**src/rtl/spsram_be_init.sv**
```systemverilog
// Single-port SRAM with byte enables, RD_LAT-deep read pipeline and a post-reset init sweep.
// Optional per-lane even parity: define SPSRAM_BE_INIT_PARITY_EN.

module spsram_be_init_lane (
  input  logic       init,
  input  logic       wr,
  input  logic       be,
  input  logic [7:0] wbyte,
  input  logic [7:0] ibyte,
  output logic       we,
  output logic [7:0] wb
);
  assign we = init | (wr & be);
  assign wb = init ? ibyte : wbyte;
endmodule

module spsram_be_init #(
  parameter int unsigned     W        = 32,
  parameter int unsigned     N        = 128,
  parameter int unsigned     RD_LAT   = 1,
  parameter logic [W-1:0]    INIT_VAL = '0
) (
  input  logic                 clk,
  input  logic                 rst,
  output logic                 init_done,
  input  logic                 req_valid,
  output logic                 req_ready,
  input  logic                 req_wen,
  input  logic [W/8-1:0]       req_be,
  input  logic [$clog2(N)-1:0] req_addr,
  input  logic [W-1:0]         req_wdata,
  output logic                 rsp_valid,
  output logic [W-1:0]         rsp_rdata,
  output logic                 rsp_perr
);
  localparam int unsigned NB     = W / 8;
  localparam int unsigned AW     = $clog2(N);
  localparam int unsigned STAGES = RD_LAT - 1;
  localparam logic [AW-1:0] LAST = AW'(N - 1);

  typedef enum logic {INIT, IDLE} state_t;

  state_t                 state, state_nxt;
  logic [AW-1:0]          init_cnt;
  logic [NB-1:0][7:0]     mem [N];
  logic                   acc, rd_acc, in_init, rd_perr;
  logic [AW-1:0]          waddr;
  logic [NB-1:0]          lane_we;
  logic [NB-1:0][7:0]     lane_wb;
  logic [STAGES:0]        vld_pipe;
  logic [STAGES:0][W-1:0] dat_pipe;
  logic [STAGES:0]        perr_pipe;

  always_ff @(posedge clk or posedge rst) begin
    if (rst) begin
      state    <= INIT;
      init_cnt <= '0;
    end else begin
      state <= state_nxt;
      if (state == INIT && init_cnt != LAST) init_cnt <= init_cnt + 1'b1;
    end
  end

  always_comb begin
    state_nxt = state;
    req_ready = 1'b0;
    init_done = 1'b0;
    case (state)
      INIT: if (init_cnt == LAST) state_nxt = IDLE;
      IDLE: begin
        req_ready = 1'b1;
        init_done = 1'b1;
      end
      default: state_nxt = INIT;
    endcase
  end

  assign in_init = (state == INIT);
  assign acc     = req_valid & req_ready;
  assign rd_acc  = acc & ~req_wen;
  assign waddr   = in_init ? init_cnt : req_addr;

  for (genvar i = 0; i < NB; i++) begin : g_lane
    spsram_be_init_lane u_lane (
      .init  (in_init),
      .wr    (acc & req_wen),
      .be    (req_be[i]),
      .wbyte (req_wdata[8*i +: 8]),
      .ibyte (INIT_VAL[8*i +: 8]),
      .we    (lane_we[i]),
      .wb    (lane_wb[i])
    );
  end

  // Storage is never reset; the init sweep establishes known contents.
  always_ff @(posedge clk) begin
    for (int i = 0; i < NB; i++)
      if (lane_we[i]) mem[waddr][i] <= lane_wb[i];
  end

`ifdef SPSRAM_BE_INIT_PARITY_EN
  logic [NB-1:0] par_mem [N];

  always_ff @(posedge clk) begin
    for (int i = 0; i < NB; i++)
      if (lane_we[i]) par_mem[waddr][i] <= ^lane_wb[i];
  end

  always_comb begin
    rd_perr = 1'b0;
    for (int i = 0; i < NB; i++)
      rd_perr = rd_perr | ((^mem[req_addr][i]) ^ par_mem[req_addr][i]);
  end
`else
  assign rd_perr = 1'b0;
`endif

  // Data stages load only behind a valid, so the last stage holds the previous response.
  always_ff @(posedge clk or posedge rst) begin
    if (rst) begin
      vld_pipe  <= '0;
      dat_pipe  <= '0;
      perr_pipe <= '0;
    end else begin
      vld_pipe[0] <= rd_acc;
      if (rd_acc) begin
        dat_pipe[0]  <= mem[req_addr];
        perr_pipe[0] <= rd_perr;
      end
      for (int i = 1; i <= STAGES; i++) begin
        vld_pipe[i] <= vld_pipe[i-1];
        if (vld_pipe[i-1]) begin
          dat_pipe[i]  <= dat_pipe[i-1];
          perr_pipe[i] <= perr_pipe[i-1];
        end
      end
    end
  end

  assign rsp_valid = vld_pipe[STAGES];
  assign rsp_rdata = dat_pipe[STAGES];
  assign rsp_perr  = perr_pipe[STAGES];

  a_addr_range: assert property (@(posedge clk) disable iff (rst)
    (req_valid && req_ready) |-> ({1'b0, req_addr} < (AW+1)'(N)));

endmodule

```
**config.mk**
```make
export PLATFORM = sky130hd
export DESIGN_NAME = spsram_be_init
export DESIGN_NICKNAME = d
export VERILOG_FILES = /design/src/rtl/spsram_be_init.sv
export SDC_FILE = /design/constraint.sdc
export NUM_CORES = 2
export LEC_CHECK = 0
export BUFFER_PORTS_ARGS = -buffer_cell sky130_fd_sc_hd__buf_2
export CORE_AREA = 2 2 544 546
export DETAILED_ROUTE_END_ITERATION = 6
export DIE_AREA = 0 0 546 548
export HOLD_SLACK_MARGIN = 0.1
export PLACE_DENSITY_LB_ADDON = 0.2
export SETUP_SLACK_MARGIN = 0.5
export SLEW_MARGIN = 20
export SYNTH_ARGS = -nofsm -noshare
export SYNTH_HDL_FRONTEND = slang
export SYNTH_SLANG_ARGS = --single-unit
```
**constraint.sdc**
```tcl
create_clock -name clk -period 3.5 [get_ports clk]
set_clock_uncertainty 0.15 [all_clocks]
set_input_delay 0.35 -clock clk [delete_from_list [all_inputs] [get_ports clk]]
set_output_delay 0.35 -clock clk [all_outputs]
set_load 0.05 [all_outputs]
```
# Word-level counts from Yosys, hierarchy flattened
# Memories as Yosys holds them, arrays and structs flattened. A register that Yosys moved wholly into a read port is not among the register bits.
# Cells that the tools add are included.
[totals] regBits=9 ramBits=4096 input_bits=47 output_inout_bits=36 elab_cells=37 n_memories=1
[op_classes] add_sub_neg=1 n_eq_ne=2 n_mux=16 n_bitwise=13 reduce_logical=1
[mem_list] memory="mem" words=128 width=32 read_ports=1 rd_clocked_by_memory_dff=1 write_ports=1 line_no="45" source="logic [NB-1:0][7:0] mem [N];"
[ops] operator="$mux W8" n=4
[ops] operator="$mux W1" n=11
[ops] operator="$add A7 B1 Y7 const B" n=1
[ops] operator="$and A1 B1 Y1" n=7
[ops] operator="$eq A7 B7 Y1 const B" n=1
[ops] operator="$mux W7" n=1
[ops] operator="$ne A7 B7 Y1 const B" n=1
[ops] operator="$or A1 B1 Y1" n=4
[ops] operator="$not A1 Y1" n=2
[ops] operator="$logic_and A1 B1 Y1" n=1

# Logic depth before layout (Yosys ltp)
[logic_depth] ltp_word=7 mapped_depth=13 depth_no_buf=7

# Hierarchy
# Synthesis repeated with hierarchy kept, for this count alone.
[hier_totals] hier_cells=8465 hier_area_um2=162428.3
[by_module_without_submodules] module="spsram_be_init" n_inst=1 cells_each=8425 area_per_inst_um2=161867.7 seq_area_each_um2=124023.9
[by_module_without_submodules] module="spsram_be_init_lane" n_inst=4 cells_each=10 area_per_inst_um2=140.1 seq_area_each_um2=0.0

# Worst setup path after synthesis
# No wires, ideal clock.
[synth_timing] path_type="reg-to-reg" startpoint="register state" endpoint="memory mem[0][0] in the netlist's numbering (data pin)" setup_ns=0.534 t_arrival_ns=3.473 t_required_ns=2.816 path_slack_ns=-0.656 stages_incl_launch_ff=6 n_path_buf=4 synth_period_minus_slack_ns=4.156 path_cell_list="dfrtp_1 > clkbuf_1 > clkbuf_1 > clkbuf_1 > clkbuf_1 > and2_1"
[synth_between] elab_chain_cells=1
[synth_lines] element="from (decl)" line_no="43" source="state_t state, state_nxt;"
[synth_lines] element="from (signal assigned)" line_no="59" source="state <= state_nxt;"
[synth_lines] element="$mux W8" line_no="14" source="assign wb = init ? ibyte : wbyte;"
[synth_lines] element="via g_lane[0].u_lane.wb[0]" line_no="11" source="output logic [7:0] wb"
[synth_lines] element="to (decl)" line_no="45"
# The timed path passes the listed nets, and every way through them passes these cells.

# Final worst setup path
[layout_timing] startpoint="register state" endpoint="memory mem[42][5] in the netlist's numbering (enable)"
[layout_between] elab_chain_cells=7 elab_cells_between_ends=9 cone_classes="mux (4); bitwise (5)"
[layout_lines] element="$mux W1" line_no="68" source="case (state)"
[layout_lines] element="$and A1 B1 Y1" line_no="79" source="assign acc = req_valid & req_ready;"
[layout_lines] element="$and A1 B1 Y1" line_no="86" source=".wr (acc & req_wen),"
[layout_lines] element="$and A1 B1 Y1" line_no="13" source="assign we = init | (wr & be);"
[layout_lines] element="$or A1 B1 Y1" line_no="13"
[layout_lines] element="$mux W1" line_no="98" source="if (lane_we[i]) mem[waddr][i] <= lane_wb[i];"
[layout_lines] element="$mux W1 (not written as such)" line_no="98"
# Parallel ways exist; a longest one is shown, timed or not.

==> run metrics <==
clock-pin slew reported for the worst setup and hold paths after clock tree synthesis=0.06 ns; horizontal die dimension=546 microns; ANT nets after route=0; number of buffers and inverters on the critical path=2; CTS H-Tree Depth=5; fraction of the mapped netlist area in compound gates=0.0233; Setup Slack @ Placement=-0.339 ns; transition time at the pin with the least slew margin=1.14 ns; Max Fanout on Critical Path=24; mean instance size in the synthesized netlist=21.7 sq um; flop-to-flop setup slack=0.37 ns; fraction of synthesized cell area in xor and xnor cells=0.000273; worst slew margin relative to its limit=0.236; height of the chip=548 microns; multi-input gate area in the final layout=0.0348 sq mm; tightest hold margin=0.124 ns; library cell contributing the largest single delay on the critical path=sky130_fd_sc_hd__dfrtp_4; starting utilization of the core area=0.547; buffer depth of the longest clock path=4; Final Max Tran Viols=0; worst min-delay path class=input port to flop; Routed met3 length=50.3 mm; YS warnings=0; Synth Register Bits=4137; drt first-iter violations=11600; Critical Path Source Type=flop; post-route fraction of the period consumed by the critical path=0.893; Area growth, synth to finish=15.8%; Crit Path Class=flop to flop; GR Util All Layers=0.299; Yosys top cell area share=0.767; FF+latch area=0.124 sq mm; core outline area=0.293 sq mm; Mapped Area=0.160 sq mm; number of detailed-routing iterations run before antenna repair=6; mux share of post-synthesis cell area=0.162; endpoint type of the worst setup path=flop; latest clock arrival within the worst-skew pair=0.98 ns; data required time of the worst path=3.90 ns; Vias/cell=6.57; aggregate global routing overflow=0; number of I/O pins=83; EDFF count, synth=4096; cell family contributing the most delay on the critical path=simple AND/OR/NAND/NOR gates; Sink Count=4137; area of the die=0.299 sq mm; met1 wire length=169 mm; Unique masters post-synth=65; most frequent cells in the layout=sky130_fd_sc_hd__edfxtp_1 (4096), sky130_fd_sc_hd__mux4_2 (999), sky130_fd_sc_hd__buf_4 (693); Fin. Hold Viols=0; drt drc=0; total half-perimeter wirelength after legalization and detailed placement=294 mm; vias in the first global route=81600; post-synthesis sequential area ratio=0.773; cts bufs inserted=403; result of the run=complete, no violations; most common cell after layout, fill and taps aside=sky130_fd_sc_hd__edfxtp_1; aggregate negative setup slack=0 ns; static leakage=49.3 nW; Max Cap Violations=0; clock root buffer=sky130_fd_sc_hd__clkbuf_16; Placed Area=0.171 sq mm; Setup Viol. Count Final=0; count of filler cells inserted in the layout=19500; Placement Rows=199; routed wirelength normalized by instance count=35.6 microns; flip-flop cell with the highest count after synthesis=sky130_fd_sc_hd__edfxtp_1; wire length of the first global-routing pass=628 mm; vias after detailed routing=82600; clock tree from TritonCTS=yes; async set-reset flop share out of synthesis=0.00991; critical path, cell by cell=buf_12, nor2b_1, a32o_1, nand2_2, buf_12, nor2_1; most area-consuming cells after synthesis=sky130_fd_sc_hd__edfxtp_1 (77%), sky130_fd_sc_hd__mux4_2 (14%), sky130_fd_sc_hd__mux2i_1 (1.9%); combinational family with the most area after synthesis=multiplexers; dominant cell type by area after synthesis=sky130_fd_sc_hd__edfxtp_1; Max Freq=320 MHz; Post-Route WL=448 mm; share of synthesized cell area in full adder, half adder and majority cells=0.0000780; Arr. time, crit path=3.53 ns; detailed-routed wire length on met2=209 mm; ratio of cells with drive above 1 in the final layout=0.329; final RePlAce weighted congestion=0.888; unrepaired setup endpoints after global routing=true; final standard cell area without fillers=0.186 sq mm; post-synthesis net count=7455; Post-Syn Instances=7407; basic-gate share of the synthesized area counting and, or, nand and nor cells=0.0255; largest net degree at the start of global routing=129; Final min period=3.13 ns; initial antenna violation count=21; Most Frequent Cell on Critical Path=sky130_fd_sc_hd__buf_12; Max rail drop VDD=497 uV; NumNets Final=8347; highest signal layer in the routed design=met5; largest stage delay on the critical path=0.59 ns; PD cells=537 mW/mm^2; Final WS setup=0.374 ns; count of buffers from port buffering=81
power by group:
group	internal [mW]	total, mW	switching [mW]
clock network	24.9	43.6	18.7
logic	0.995	2.66	1.66
registers	53.6	53.6	0
total	79.5	99.8	20.4
worst paths after layout:
check | endpoint | cells after the start | from
worst max-delay path | mem[42][5]$_DFFE_PP_ | 6 | state$_DFF_PP0_
worst min-delay path | rsp_rdata[28]$_DFFE_PP0P_ | 5 | req_wen
worst max register to register | mem[42][5]$_DFFE_PP_ | 6 | state$_DFF_PP0_
worst min register to register | rsp_rdata[11]$_DFFE_PP0P_ | 1 | rsp_rdata[11]$_DFFE_PP0P_
max in group asynchronous | rsp_rdata[16]$_DFFE_PP0P_ | 5 | rst
min in group asynchronous | rsp_rdata[13]$_DFFE_PP0P_ | 4 | rst
registers in the layout (all words and copies together) (netlist names):
| register | flops |
|---|---|
| state | 1 |
| rsp_rdata | 32 |
| rsp_valid | 1 |
| init_cnt | 7 |
| mem | 4096 |
cell type report:
class	count	area share
clock buffer	498	0.0567
sequential	4137	0.668
inverter	10	0.000242
multi-input combinational	2801	0.187
timing repair buffer	946	0.0469
tap	3919	0.0264
clock inverter	247	0.0147
antenna	14	0.000189
metal layers:
metal  track usage  up-vias
li1              -    32800
met3        0.0612      747
met5             0        -
met4         0.119       12
met1         0.427    44000
met2         0.459     4955
repair_timing:
| action | in CTS | in global routing |
|---|---|---|
| buffers inserted | 2 | 0 |
| pin swaps | 2 | 0 |
| hold endpoints to repair | 1946 | 5 |
| setup endpoints to repair | 1544 | 1526 |
| resized for setup | 109 | 164 |
| hold buffers | 35 | 1 |
logic make-up (layout without fill, tap and decap cells):
group / after synthesis / count (layout)
buf+inv: 469 / 1701
mux: 1336 / 1336
flops: 4137 / 4137
xor+xnor: 5 / 5
other cells: 1 / 15
compound gates: 516 / 516
fa+ha+maj: 1 / 1
simple gates: 942 / 942
Yosys cell counts, types with 45 or more instances:
master	instances
sky130_fd_sc_hd__a211oi_1	57
sky130_fd_sc_hd__nand2_1	147
sky130_fd_sc_hd__buf_2	118
sky130_fd_sc_hd__edfxtp_1	4096
sky130_fd_sc_hd__mux4_2	999
sky130_fd_sc_hd__buf_6	45
sky130_fd_sc_hd__clkbuf_1	175
sky130_fd_sc_hd__nor2_1	561
sky130_fd_sc_hd__nor2b_1	58
sky130_fd_sc_hd__buf_4	90
sky130_fd_sc_hd__a22oi_1	76
sky130_fd_sc_hd__a21oi_1	62
sky130_fd_sc_hd__o22ai_1	63
sky130_fd_sc_hd__mux2i_1	312
worst min-delay path, delay by kind of cell:
| kind | cells | cell delay [ns] |
|---|---|---|
| compound gates | 1 | 0.11 |
| buf+inv | 3 | 0.59 |
| simple gates | 1 | 0.12 |
stage by stage:
step | instances | utilization | total power [mW]
after global routing | 12600 | 0.634 | 102
after detailed placement | 11800 | 0.585 | 57.2
after floorplan | 7407 | - | 56.1
after global placement | 11800 | 0.585 | 57.2
after CTS | 12600 | 0.632 | 100
final | 12600 | 0.634 | 99.8
(Power assumes the default switching activity.)
